[config.mk]
export PLATFORM = sky130hd
export DESIGN_NAME = mul_seq_ctrl
export DESIGN_NICKNAME = d
export VERILOG_FILES = /design/src/rtl/mul_pkg.sv /design/src/rtl/mul_shift_add_dp.sv /design/src/rtl/mul_seq_ctrl.sv
export SDC_FILE = /design/constraint.sdc
export NUM_CORES = 1
export LEC_CHECK = 0
export BUFFER_PORTS_ARGS = -buffer_cell sky130_fd_sc_hd__buf_2
export CORE_AREA = 8 8 59 61
export DETAILED_ROUTE_END_ITERATION = 6
export DIE_AREA = 0 0 67 69
export MAX_ROUTING_LAYER = met4
export PLACE_DENSITY = 0.8
export REMOVE_ABC_BUFFERS = 1
export SLEW_MARGIN = 0
export SYNTH_ARGS = -nofsm -noshare
export SYNTH_HDL_FRONTEND = slang
export SYNTH_HIERARCHICAL = 1
export SYNTH_SLANG_ARGS = --single-unit
[constraint.sdc]
create_clock -name clk -period 4.5 [get_ports clk]
set_input_delay 0.9 -clock clk [delete_from_list [all_inputs] [get_ports clk]]
set_output_delay 0.9 -clock clk [all_outputs]
set_load 0.02 [all_outputs]
[src/rtl/mul_pkg.sv]
// Shared types for the sequential shift-add multiplier.
// Holds the controller state encoding and default operand width.
package mul_pkg;

  localparam int MUL_WIDTH_DEFAULT = 4;

  typedef enum logic [1:0] {
    S_IDLE = 2'd0,
    S_CALC = 2'd1,
    S_DONE = 2'd2
  } state_t;

endpackage

[src/rtl/mul_shift_add_dp.sv]
// Shift-add datapath: one partial product per step.
// Holds mcand/mplier/acc/cnt and flags the final step.
module mul_shift_add_dp
  import mul_pkg::*;
#(
  parameter int WIDTH = MUL_WIDTH_DEFAULT
) (
  input  logic               clk,
  input  logic               rst,
  input  logic               load,
  input  logic               step,
  input  logic [WIDTH-1:0]   a,
  input  logic [WIDTH-1:0]   b,
  output logic [2*WIDTH-1:0] acc,
  output logic               last
);

  localparam int CW = $clog2(WIDTH + 1);

  logic [2*WIDTH-1:0] mcand;
  logic [WIDTH-1:0]   mplier;
  logic [CW-1:0]      cnt;

  always_ff @(posedge clk or posedge rst) begin
    if (rst) begin
      mcand  <= '0;
      mplier <= '0;
      acc    <= '0;
      cnt    <= '0;
    end else if (load) begin
      mcand  <= {{WIDTH{1'b0}}, a};
      mplier <= b;
      acc    <= '0;
      cnt    <= '0;
    end else if (step) begin
      if (mplier[0]) begin
        acc <= acc + mcand;
      end
      mcand  <= mcand << 1;
      mplier <= mplier >> 1;
      cnt    <= cnt + CW'(1);
    end
  end

  // asserted during the step that consumes the top multiplier bit
  assign last = (cnt == CW'(WIDTH - 1));

endmodule

[src/rtl/mul_seq_ctrl.sv]
// Sequential unsigned multiplier: start/product handshakes
// around a fixed-latency shift-add datapath.
module mul_seq_ctrl
  import mul_pkg::*;
#(
  parameter int WIDTH = MUL_WIDTH_DEFAULT
) (
  input  logic               clk,
  input  logic               rst,
  input  logic               start_valid,
  output logic               start_ready,
  input  logic [WIDTH-1:0]   a,
  input  logic [WIDTH-1:0]   b,
  output logic               p_valid,
  input  logic               p_ready,
  output logic [2*WIDTH-1:0] p,
  output logic               busy
);

  state_t             state;
  state_t             nxt;
  logic               load;
  logic               step;
  logic               last;
  logic [2*WIDTH-1:0] acc;

  mul_shift_add_dp #(
    .WIDTH (WIDTH)
  ) u_dp (
    .clk  (clk),
    .rst  (rst),
    .load (load),
    .step (step),
    .a    (a),
    .b    (b),
    .acc  (acc),
    .last (last)
  );

  always_ff @(posedge clk or posedge rst) begin
    if (rst) begin
      state <= S_IDLE;
    end else begin
      state <= nxt;
    end
  end

  always_comb begin
    nxt  = state;
    load = 1'b0;
    step = 1'b0;
    unique case (state)
      S_IDLE: begin
        if (start_valid) begin
          load = 1'b1;
          nxt  = S_CALC;
        end
      end
      S_CALC: begin
        step = 1'b1;
        if (last) begin
          nxt = S_DONE;
        end
      end
      S_DONE: begin
        if (p_ready) begin
          nxt = S_IDLE;
        end
      end
      default: nxt = S_IDLE;
    endcase
  end

  // outputs depend only on registered state and acc
  assign start_ready = (state == S_IDLE);
  assign p_valid     = (state == S_DONE);
  assign busy        = (state == S_CALC) || (state == S_DONE);
  assign p           = acc;

endmodule
======== After elaboration in Yosys (flattened, before gate mapping) ========
Index checks and enable logic that the tools add are counted.
storage, ports and cells
  bits in registers ....................... 25
  bits of input ports ..................... 12
cells by class
  add/sub/neg operators ................... 2
  equal/unequal tests ..................... 6
  multiplexer cells ....................... 16
  reductions and logical operators ........ 6
operator list
  operator                                                                  number
  8-bit 2-to-1 mux                                                          5
  8-bit adder                                                               1
  4-bit 2-to-1 mux                                                          2
  2-bit 2-to-1 mux                                                          3
  3-bit 2-to-1 mux                                                          2
  2-bit one-hot mux with 3 select lines                                     1
  2-bit inequality test (second input constant)                             2
  2-bit nonzero test                                                        2
  3-bit by 1-bit adder with 3-bit output (second input constant)            1
  3-bit by 2-bit == test with 1-bit output (second input constant)          1
  1-bit 2-to-1 mux                                                          3
  3-bit AND reduction                                                       1
  2-bit by 1-bit == test with 1-bit output (second input constant)          1
  2-bit == test (second input constant)                                     1
  2-bit zero test                                                           1
  2-bit by 1-bit inequality test with 1-bit output (second input constant)  1
  2-bit AND reduction                                                       1
  1-bit logical OR                                                          1

======== Depth between registers and ports, before layout ========
  word-level depth ........................ 4
  mapped depth ............................ 9

======== Cells and area by module ========
Netlist, hierarchy kept.
by module, submodules not included
  module            instances  cells each  area an instance (um2)  seq. area each (um2)
  mul_shift_add_dp  1          132         1303.8                  575.6
  mul_seq_ctrl      1          15          148.9                   50.0

======== Worst setup path after synthesis ========
OpenSTA, ideal clock, no wires.
  path kind ............................... flip-flop to flip-flop
  start point ............................. register u_dp.acc[0]
  end point ............................... register u_dp.acc[6]
  arrival time ............................ 1776 ps
  required time ........................... 4378 ps
  setup slack ............................. 2602 ps
  stages on the path, launching flop included .. 8
  path buffers ............................ 0
  path through ............................ dfrtp_1 -> ha_1 -> fa_1 -> a21o_1 -> a21oi_1 -> o21ai_0 -> mux2i_1 -> nand2_1
between the ends
  longest elaborated chain between the ends .. 4
RTL lines
  what                    RTL line                RTL
  start, declared         mul_shift_add_dp.sv:14  output logic [2*WIDTH-1:0] acc,
  start signal, assigned  mul_shift_add_dp.sv:37  acc <= acc + mcand;
  8-bit adder             mul_shift_add_dp.sv:37
  8-bit 2-to-1 mux        mul_shift_add_dp.sv:36  if (mplier[0]) begin
  8-bit 2-to-1 mux        mul_shift_add_dp.sv:35  end else if (step) begin
  8-bit 2-to-1 mux        mul_shift_add_dp.sv:30  end else if (load) begin
Every way passes these cells. The select of a mux whose other input is x is not followed.
A chain may end at the register's enable or synchronous reset.

======== Worst setup path after layout ========
  start point ............................. register state[0]
  end point ............................... register u_dp.acc[6]
between the ends
  longest elaborated chain between the ends .. 4
  elaborated cells on any way between the ends .. 8
  classes of those cells .................. eq/ne: 1; mux: 3; reduce/logical: 4
RTL lines
  what                                  RTL line            RTL
  start, declared                       mul_seq_ctrl.sv:20  state_t state;
  start signal, assigned                mul_seq_ctrl.sv:44  state <= nxt;
  2-bit zero test *                     mul_seq_ctrl.sv:52  unique case (state)
  1-bit 2-to-1 mux *                    mul_seq_ctrl.sv:52
  via load                              mul_seq_ctrl.sv:22  logic load;
  2-bit nonzero test (no source line)   --
  2-bit AND reduction (no source line)  --
Mark *: on every way through the listed nets, which the timed path passes. The rest lies on a longest branch.

==> reports/metrics.yaml <==
avgViaCountPerCell: 5.72
utilization_pct: 61.1
dpl.hpwl_um: 2250
cts_tree: "yes"
path_max_fanout: 31
dr_total_vias: 1139
drv_slew: 0
crit_buf_inv: 2
setup_viol: 0
grt_overflow: 0
critPathCaptureType: "register"
layout-area-overhead-vs-synth_pct: 9.91
yosys.area.top_type_share_pct: 43.1
cp.arrival_ns: 2.40
rr_worst_depth: 6
cap_viol_max_count: 0
fin_nets: 194
worstSkewPairLatency_ns: 0.31
numClockSinks: 25
yosysSeqAreaShare_pct: 43.1
die_w_um: 67
rows: 19
slowest_stage: "and2_1"
cts_resized: 0
cts_max_path_buffers: 2
ys_top_cells_by_area: "dfrtp_1, ha_1, mux2i_1, nand2_1, o21ai_0"
grt_use_total_pct: 13.8
rsz0062_at_grt: "no"
min_path_type: "primary input to asynchronous set/reset pin"
async_flop_share_pct: 100
critPathTopFamily: "simple AND/OR/NAND/NOR gates"
start_util_pct: 55.6
grt_max_degree: 32
pwr_density_cell_nw_per_um2: 672
drive_gt1_share_pct: 17.9
grt_pass1_vias: 1232
wirelength_um: 2940
synth_seq_cells: 25
dpl_cell_area_um2: 1570
synth_cell_type_count: 35
period_share_pct: 48.6
routedWlPerCell_um: 14.8
yosysWarnings: 6
portBuffers: 22
hold_viol: 0
min_period_ns: 2.19
die-height_um: 69
cp_common_cell: "inv_1"
antenna_cells: 0
postLayoutCellArea_um2: 1600
synth_ff_type: "dfrtp_1"
synth_edf_count: 0
dieArea_um2: 4620
cts.clk_slew.worst_paths_ns: 0.13
dr.pass1.iters: 4
cts_buffers: 3
remaining_drc_errors: 0
cts_setup_buffers: 0
status: "complete, no violations"
fmax_ghz: 0.457
ios: 23
max_slew.worst_pin.slew_ns: 1.00
routabilityCongestion: 0.822
hold_buffers: 0
r2r_slack_ns: 2.31
r2r_start: "state[0]"
antenna_found_initial: 0
ant_nets: 0
peakVddDrop_mv: 0.391
crit_path_start_kind: "register"
cts-root-buf: "clkbuf_4"
grt_pass1_wl_um: 5210
htreeDepth: 1
avgSynthCellArea_um2: 9.88
leakage_nw: 0.799
clock_skew_ns: 0.00870
nFillCells: 233
worstPathCellList: "inv_1 > ha_1 > and2_1 > inv_1 > a32oi_1 > nand2_1"
slowest_delay_ns: 0.81
drt_iter0_drc: 74
reg2reg_to: "u_dp/acc[6]"
synth_top_cell_by_area: "dfrtp_1"
syn_area_um2: 1450
layout_setup_ws_ns: 2.31
worstPathRequired_ns: 4.71
syn_inst: 147
worstSetupPathType: "register to register"
place_ws_ns: 2.02
coreArea_um2: 2620
finalSetupTns_ns: 0
max_slew_margin_pct: 33.3
[Yosys cell counts, types with 2 or more instances]
cell      number
clkbuf_1       2
buf_6          2
a21oi_1        8
nand3_1        3
inv_1         10
a211oi_1       3
nand4_1        2
xnor2_1        3
nor2_1         8
nor3_1         3
ha_1          12
dfrtp_1       25
a21o_1         2
o21ai_0       10
mux2_2         2
nand2_1       21
mux2i_1       13
[metal layers]
| metal | GRT usage [%] | part of all wire, % | vias up |
|---|---|---|---|
| li1 | - | - | 558 |
| met1 | 15.9 | 43 | 557 |
| met2 | 22.9 | 52 | 22 |
| met3 | 2.42 | 4.1 | 2 |
| met4 | 5.12 | 0.41 | 0 |
| met5 | - | 0 | - |
[worst max-delay path by stage]
stage | to | slack, ns | start | depth (start not counted)
floorplan | u_dp/acc[7] | 2.36 | state[1] | 7
global placement | u_dp/acc[6] | 2.09 | start_valid | 5
detailed placement | u_dp/acc[6] | 2.02 | start_valid | 5
CTS | u_dp/acc[6] | 2.30 | state[0] | 6
global route | u_dp/acc[6] | 2.07 | state[0] | 6
finish | u_dp/acc[6] | 2.31 | state[0] | 6
[placed cells by master (no fill, tap or decap), drive strengths merged]
cell type  count
a21oi          8
and2           2
dfrtp         25
nor4           1
a211o          1
a21o           2
nor2           8
nor2b          1
nand2         21
nor3           3
nand3          3
nor4b          1
inv           10
mux2           2
nor3b          1
nand4b         1
a211oi         3
o21ai         11
xnor2          3
nand4          2
a311o          1
buf           23
ha            12
or4            1
fa             1
a222oi         1
o21bai         1
mux2i         13
o211ai         1
clkbuf         4
a32oi          1
[layout make-up]
class / instances / area (µm²) / share of cell area, %
multi-input combinational: 106 / 751 / 47.0
sequential: 25 / 626 / 39.2
timing repair buffer: 23 / 118 / 7.37
tap: 31 / 38.8 / 2.43
inverter: 10 / 37.5 / 2.35
clock buffer: 4 / 26.3 / 1.65
[stage by stage]
step | total power, mW | hold WS (ns) | cells
after CTS | 1.09 | 0.414 | 199
after detailed placement | 0.987 | 0.529 | 195
after floorplan | 0.832 | 0.491 | 141
after global routing | 1.17 | 0.410 | 199
after global placement | 0.953 | 0.514 | 195
final | 1.07 | 0.431 | 199
[kinds of logic (layout without fill, tap and decap cells)]
kind of cell,count (synthesis),after routing,share of synthesized area [%]
flops,25,25,43.1
mux,15,15,10.5
compound gates,30,30,12.7
xor+xnor,3,3,1.81
simple gates,45,45,14.9
buf+inv,16,37,5.25
fa+ha+maj,13,13,11.7
[power by group]
part	total, mW	switching [mW]	internal [mW]
registers	0.404	0.0816	0.322
logic	0.572	0.332	0.239
clock network	0.0970	0.0625	0.0345
total	1.07	0.476	0.596
[registers in the layout, indices dropped and copies added, names as in the netlist]
| register | count |
|---|---|
| u_dp/mcand | 8 |
| state | 2 |
| u_dp/mplier | 4 |
| u_dp/acc | 8 |
| u_dp/cnt | 3 |
[worst register-to-register path, stage by stage, from the launching register on]
cell and delay, ns:
dfrtp_1 0.42, inv_1 0.09, ha_1 0.20, and2_1 0.81, inv_1 0.26, a32oi_1 0.24, nand2_1 0.08
No activity file was read; power rests on OpenSTA's default activity.
